**src/rtl/bus_req_encoder.sv**
```systemverilog
// bus_req_encoder: 8-way round-robin bus arbiter producing a registered grant index, valid and one-hot select.
// Optional grant watchdog is compiled in when ARB_TIMEOUT_EN is defined.
module bus_req_encoder #(
    parameter int N_REQ       = 8,
    parameter int IDX_W       = 3,
    parameter int TIMEOUT_CYC = 64
) (
    input  logic             clk,
    input  logic             rst_n,
    input  logic [N_REQ-1:0] req,
    input  logic             done,
    output logic             gnt_vld,
    output logic [IDX_W-1:0] gnt_idx,
    output logic [N_REQ-1:0] sel,
    output logic             tmo
);

    typedef enum logic {
        ST_IDLE  = 1'b0,
        ST_GRANT = 1'b1
    } state_t;

    // First requester at or after last+1, wrapping modulo N_REQ
    function automatic logic [IDX_W-1:0] rr_pick(input logic [N_REQ-1:0] r,
                                                 input logic [IDX_W-1:0] last);
        logic [IDX_W-1:0] cand;
        logic             found;
        rr_pick = {IDX_W{1'b0}};
        found   = 1'b0;
        for (int k = 1; k <= N_REQ; k++) begin
            cand = last + IDX_W'(k);
            if (!found && r[cand]) begin
                rr_pick = cand;
                found   = 1'b1;
            end
        end
    endfunction

    function automatic logic [N_REQ-1:0] onehot(input logic [IDX_W-1:0] idx);
        onehot      = {N_REQ{1'b0}};
        onehot[idx] = 1'b1;
    endfunction

    state_t           state_q, state_d;
    logic             vld_q, vld_d;
    logic [IDX_W-1:0] idx_q, idx_d;
    logic [IDX_W-1:0] last_q, last_d;
    logic [N_REQ-1:0] sel_q, sel_d;
    logic [IDX_W-1:0] pick_s;

`ifdef ARB_TIMEOUT_EN
    localparam int CNT_W = ($clog2(TIMEOUT_CYC) > 6) ? $clog2(TIMEOUT_CYC) : 6;
    localparam logic [CNT_W-1:0] CNT_LAST = CNT_W'(TIMEOUT_CYC - 1);
    logic [CNT_W-1:0] cnt_q, cnt_d;
    logic             tmo_q, tmo_d;
`endif

    assign pick_s = rr_pick(req, last_q);

    // Next-state and next-output computation for the arbiter FSM
    always_comb begin
        state_d = state_q;
        vld_d   = vld_q;
        idx_d   = idx_q;
        sel_d   = sel_q;
        last_d  = last_q;
`ifdef ARB_TIMEOUT_EN
        cnt_d   = cnt_q;
        tmo_d   = 1'b0;
`endif
        case (state_q)
            ST_IDLE: begin
                if (|req) begin
                    state_d = ST_GRANT;
                    vld_d   = 1'b1;
                    idx_d   = pick_s;
                    sel_d   = onehot(pick_s);
`ifdef ARB_TIMEOUT_EN
                    cnt_d   = {CNT_W{1'b0}};
`endif
                end else begin
                    vld_d = 1'b0;
                    sel_d = {N_REQ{1'b0}};
                end
            end
            ST_GRANT: begin
                // done has priority over the watchdog, so a same-cycle release is a normal one
                if (done || !req[idx_q]) begin
                    state_d = ST_IDLE;
                    vld_d   = 1'b0;
                    sel_d   = {N_REQ{1'b0}};
                    last_d  = idx_q;
`ifdef ARB_TIMEOUT_EN
                end else if (cnt_q == CNT_LAST) begin
                    state_d = ST_IDLE;
                    vld_d   = 1'b0;
                    sel_d   = {N_REQ{1'b0}};
                    last_d  = idx_q;
                    tmo_d   = 1'b1;
                end else begin
                    cnt_d   = cnt_q + CNT_W'(1);
                end
`else
                end else begin
                    state_d = ST_GRANT;
                end
`endif
            end
            default: begin
                state_d = ST_IDLE;
                vld_d   = 1'b0;
                sel_d   = {N_REQ{1'b0}};
            end
        endcase
    end

    // State and output registers with synchronous active-low reset
    always_ff @(posedge clk) begin
        if (!rst_n) begin
            state_q <= ST_IDLE;
            vld_q   <= 1'b0;
            idx_q   <= {IDX_W{1'b0}};
            sel_q   <= {N_REQ{1'b0}};
            last_q  <= {IDX_W{1'b1}};
`ifdef ARB_TIMEOUT_EN
            cnt_q   <= {CNT_W{1'b0}};
            tmo_q   <= 1'b0;
`endif
        end else begin
            state_q <= state_d;
            vld_q   <= vld_d;
            idx_q   <= idx_d;
            sel_q   <= sel_d;
            last_q  <= last_d;
`ifdef ARB_TIMEOUT_EN
            cnt_q   <= cnt_d;
            tmo_q   <= tmo_d;
`endif
        end
    end

    assign gnt_vld = vld_q;
    assign gnt_idx = idx_q;
    assign sel     = sel_q;
`ifdef ARB_TIMEOUT_EN
    assign tmo     = tmo_q;
`else
    assign tmo     = 1'b0;
`endif

endmodule
```
**config.mk**
```make
export PLATFORM = sky130hd
export DESIGN_NAME = bus_req_encoder
export DESIGN_NICKNAME = d
export VERILOG_FILES = /design/src/rtl/bus_req_encoder.sv
export SDC_FILE = /design/constraint.sdc
export NUM_CORES = 1
export LEC_CHECK = 0
export ABC_CLOCK_PERIOD_IN_PS = 4000
export BUFFER_PORTS_ARGS = -buffer_cell sky130_fd_sc_hd__buf_2
export CORE_AREA = 2 2 53 92
export DETAILED_ROUTE_END_ITERATION = 10
export DIE_AREA = 0 0 55 94
export MAX_ROUTING_LAYER = met4
export PLACE_DENSITY = 0.65
export SLEW_MARGIN = 10
export SYNTH_ARGS = -nofsm -noshare
export SYNTH_HDL_FRONTEND = slang
export SYNTH_SLANG_ARGS = --single-unit
```
**constraint.sdc**
```tcl
create_clock -name clk -period 4 [get_ports clk]
set_clock_uncertainty 0.15 [all_clocks]
set_input_delay 0.4 -clock clk [delete_from_list [all_inputs] [get_ports clk]]
set_output_delay 0.4 -clock clk [all_outputs]
set_load 0.02 [all_outputs]
```
==> run summary <==
Status = finished clean
First-pass GRT wire length = 8000 um
Final core occ = 47.1%
Clock latency on the worst-skew pair = 0.25 ns
Max Root-Sink Buffers = 2
Hold WC Path Type = input pin to flop
Crit. End Element = flop
H-tree levels = 1
Die Ht = 94 um
Leakage power = 0.870 nW
Min-delay src = rst_n
Crit Path Category = flop to flop
CP Max Fanout = 18
# clock sinks = 16
Core area = 0.00440 mm2
Number of CTS-inserted buffers = 3
Largest net degree at the start of global routing = 24
Full die area = 0.00517 mm2
Clock transition at path regs = 0.06 ns
Cell Area, Synth = 0.00192 mm2
Syn nets = 215
Tmin final = 3.62 ns
Worst Path Required = 4.04 ns
Top FF cell, synth = dfxtp_1
Initial antenna violation count = 0
Relative slew slack = 53.4%
Initial DRC Count = 59
Drt via density = 6.52
Die Wd = 55 um
Cts repair resizes = 0
Final setup margin = 0.376 ns
Initial DRT Pass Iterations = 4
Worst R2R Start = last_q[1]
Pin slew with the least headroom to its limit = 0.699 ns
Antenna Violating Nets Remaining = 0
Worst min-delay path endpoint = last_q[0]
DRC = 0
GP Congestion = 0.944
Worst EP arrival = 3.67 ns
Post-CTS setup buffer count = 0
Final hold vios = 0
Initial Utilization = 43.7%
CTS Root Buffer Type = clkbuf_8
Yosys reg bits = 16
Cts hold-fix bufs = 0
R2R setup slack = 0.38 ns
Final setup fails = 0
Standard-cell rows = 32
Aggregate routed wire length = 4960 um
First element of the critical path = last_q[1]
Synth warnings = 0
Fin nets = 227
Synth Instances = 202
I/O Buffers = 22
Hold depth = 2
CTS tree = built
Slew Viols, Final = 0
Tcrit/Tclk final = 90.6%
Total vias in the final route = 1714
Unique masters post-synth = 57
Worst slack, placed = 0.417 ns
Sequential area share after synthesis = 16.7%
VDD IR max = 402 uV
Share of cells above drive strength 1 = 32.1%
Power per Cell Area = 573 mW/mm2
Max cap viols = 0
Total GRT Usage = 21.9%
Worst r2r path cells = 9
Max Clk Rate = 276 MHz
Startpoint Class = flop
Ant diodes = 0
Grt total ovfl = 0
DPL Wire Length = 3790 um
DR WL/cell = 18.9 um
Syn Area/Cell = 9.52 um2
Asr flop ratio synth = 0%
Layout area overhead = 7.87%
Number of synthesized flops with an enable pin = 0
Vias in the first global route = 1577
Setup TNS Final = 0 ns
RSZ-0062 raised after global routing = no
Boundary pin count = 24
Worst R2R End = sel[0]
## power by group
part / leakage (nW) / internal (mW) / total [mW] / switching (mW)
Sequential: 0.131 / 0.198 / 0.226 / 0.0280
Combinational: 0.718 / 0.355 / 0.844 / 0.489
Clock: 0.0216 / 0.0668 / 0.118 / 0.0510
Total: 0.870 / 0.620 / 1.19 / 0.568
## worst max-delay path by stage
stage	cells past startpoint	slack [ns]	end
2_1_floorplan	12	0.41	sel[4]
3_3_place_gp	8	0.52	sel[2]
3_5_place_dp	9	0.42	sel[0]
4_1_cts	9	0.40	sel[0]
5_1_grt	9	0.18	sel[0]
6_report	9	0.38	sel[0]
## critical path, cell delays in order, from the launching register on
cell       delay [ns]
dfxtp_1          0.33
clkinv_1         0.08
ha_1             0.74
mux2i_1          0.27
mux4_1           0.65
nand4_1          0.16
o2111ai_2        0.14
or2_1            0.27
a221oi_2         0.51
a41o_1           0.25
## cells in the mapped netlist, types with 3 or more instances
cell / number / area, um2
nand2_1: 23 / 86.3
dfxtp_1: 16 / 320
mux4_2: 16 / 360
mux2i_1: 14 / 140
buf_2: 9 / 45.0
nor2b_1: 9 / 56.3
a21oi_1: 8 / 40.0
clkbuf_1: 8 / 30.0
inv_1: 7 / 26.3
o21ai_0: 7 / 35.0
mux2_2: 6 / 67.6
nor2_1: 6 / 22.5
o21a_1: 5 / 37.5
nand3_1: 4 / 20.0
o41ai_2: 4 / 65.1
nor3_1: 3 / 15.0
nor4_1: 3 / 18.8
## layout make-up
type | count | area (um2)
Fill cell | 450 | 2330
Multi-Input combinational cell | 157 | 1470
Sequential cell | 16 | 320
Timing Repair Buffer | 27 | 148
Tap cell | 51 | 63.8
Clock buffer | 3 | 41.3
Inverter | 9 | 33.8
## sequential cells by signal (all words and copies together), names as in the netlist
name     count
sel          8
gnt_idx      3
last_q       3
gnt_vld      1
state_q      1
## routing by layer
layer	GRT usage [%]	up-vias	wire length [um]	share of wire, %
li1	-	807	-	-
met1	24.1	839	1870	38
met2	37.2	53	2720	55
met3	1.43	15	159	3.2
met4	12.2	0	214	4.3
met5	-	-	0	0
## stage by stage
step | power, mW | instances | cell area, um2 | hold slack [ns]
after floorplan | 0.900 | 202 | 1920 | 0.312
after global placement | 1.06 | 260 | 2030 | 0.282
after detailed placement | 1.07 | 260 | 2030 | 0.285
after CTS | 1.19 | 263 | 2070 | 0.225
after global routing | 1.27 | 263 | 2070 | 0.238
final | 1.19 | 263 | 2070 | 0.228
## cell families after synthesis
family | after synthesis | share of synthesized area [%]
other cells | 1 | 0.195
fa+ha+maj | 2 | 1.30
flops | 16 | 16.7
simple gates | 62 | 17.0
compound gates | 48 | 21.0
mux | 42 | 35.1
buf+inv | 29 | 7.03
xor+xnor | 2 | 1.69
## cell usage in the layout (no fill, tap or decap), types with 3 or more instances in the layout
| cell type | count |
|---|---|
| a21oi_1 | 8 |
| buf_2 | 22 |
| buf_4 | 5 |
| clkbuf_8 | 3 |
| dfxtp_1 | 16 |
| inv_1 | 7 |
| mux2_2 | 6 |
| mux2i_1 | 14 |
| mux4_2 | 16 |
| nand2_1 | 23 |
| nand3_1 | 4 |
| nor2_1 | 6 |
| nor2b_1 | 9 |
| nor3_1 | 3 |
| nor4_1 | 3 |
| o21a_1 | 5 |
| o21ai_0 | 7 |
| o41ai_2 | 4 |
No activity file was read; power rests on OpenSTA's default activity.
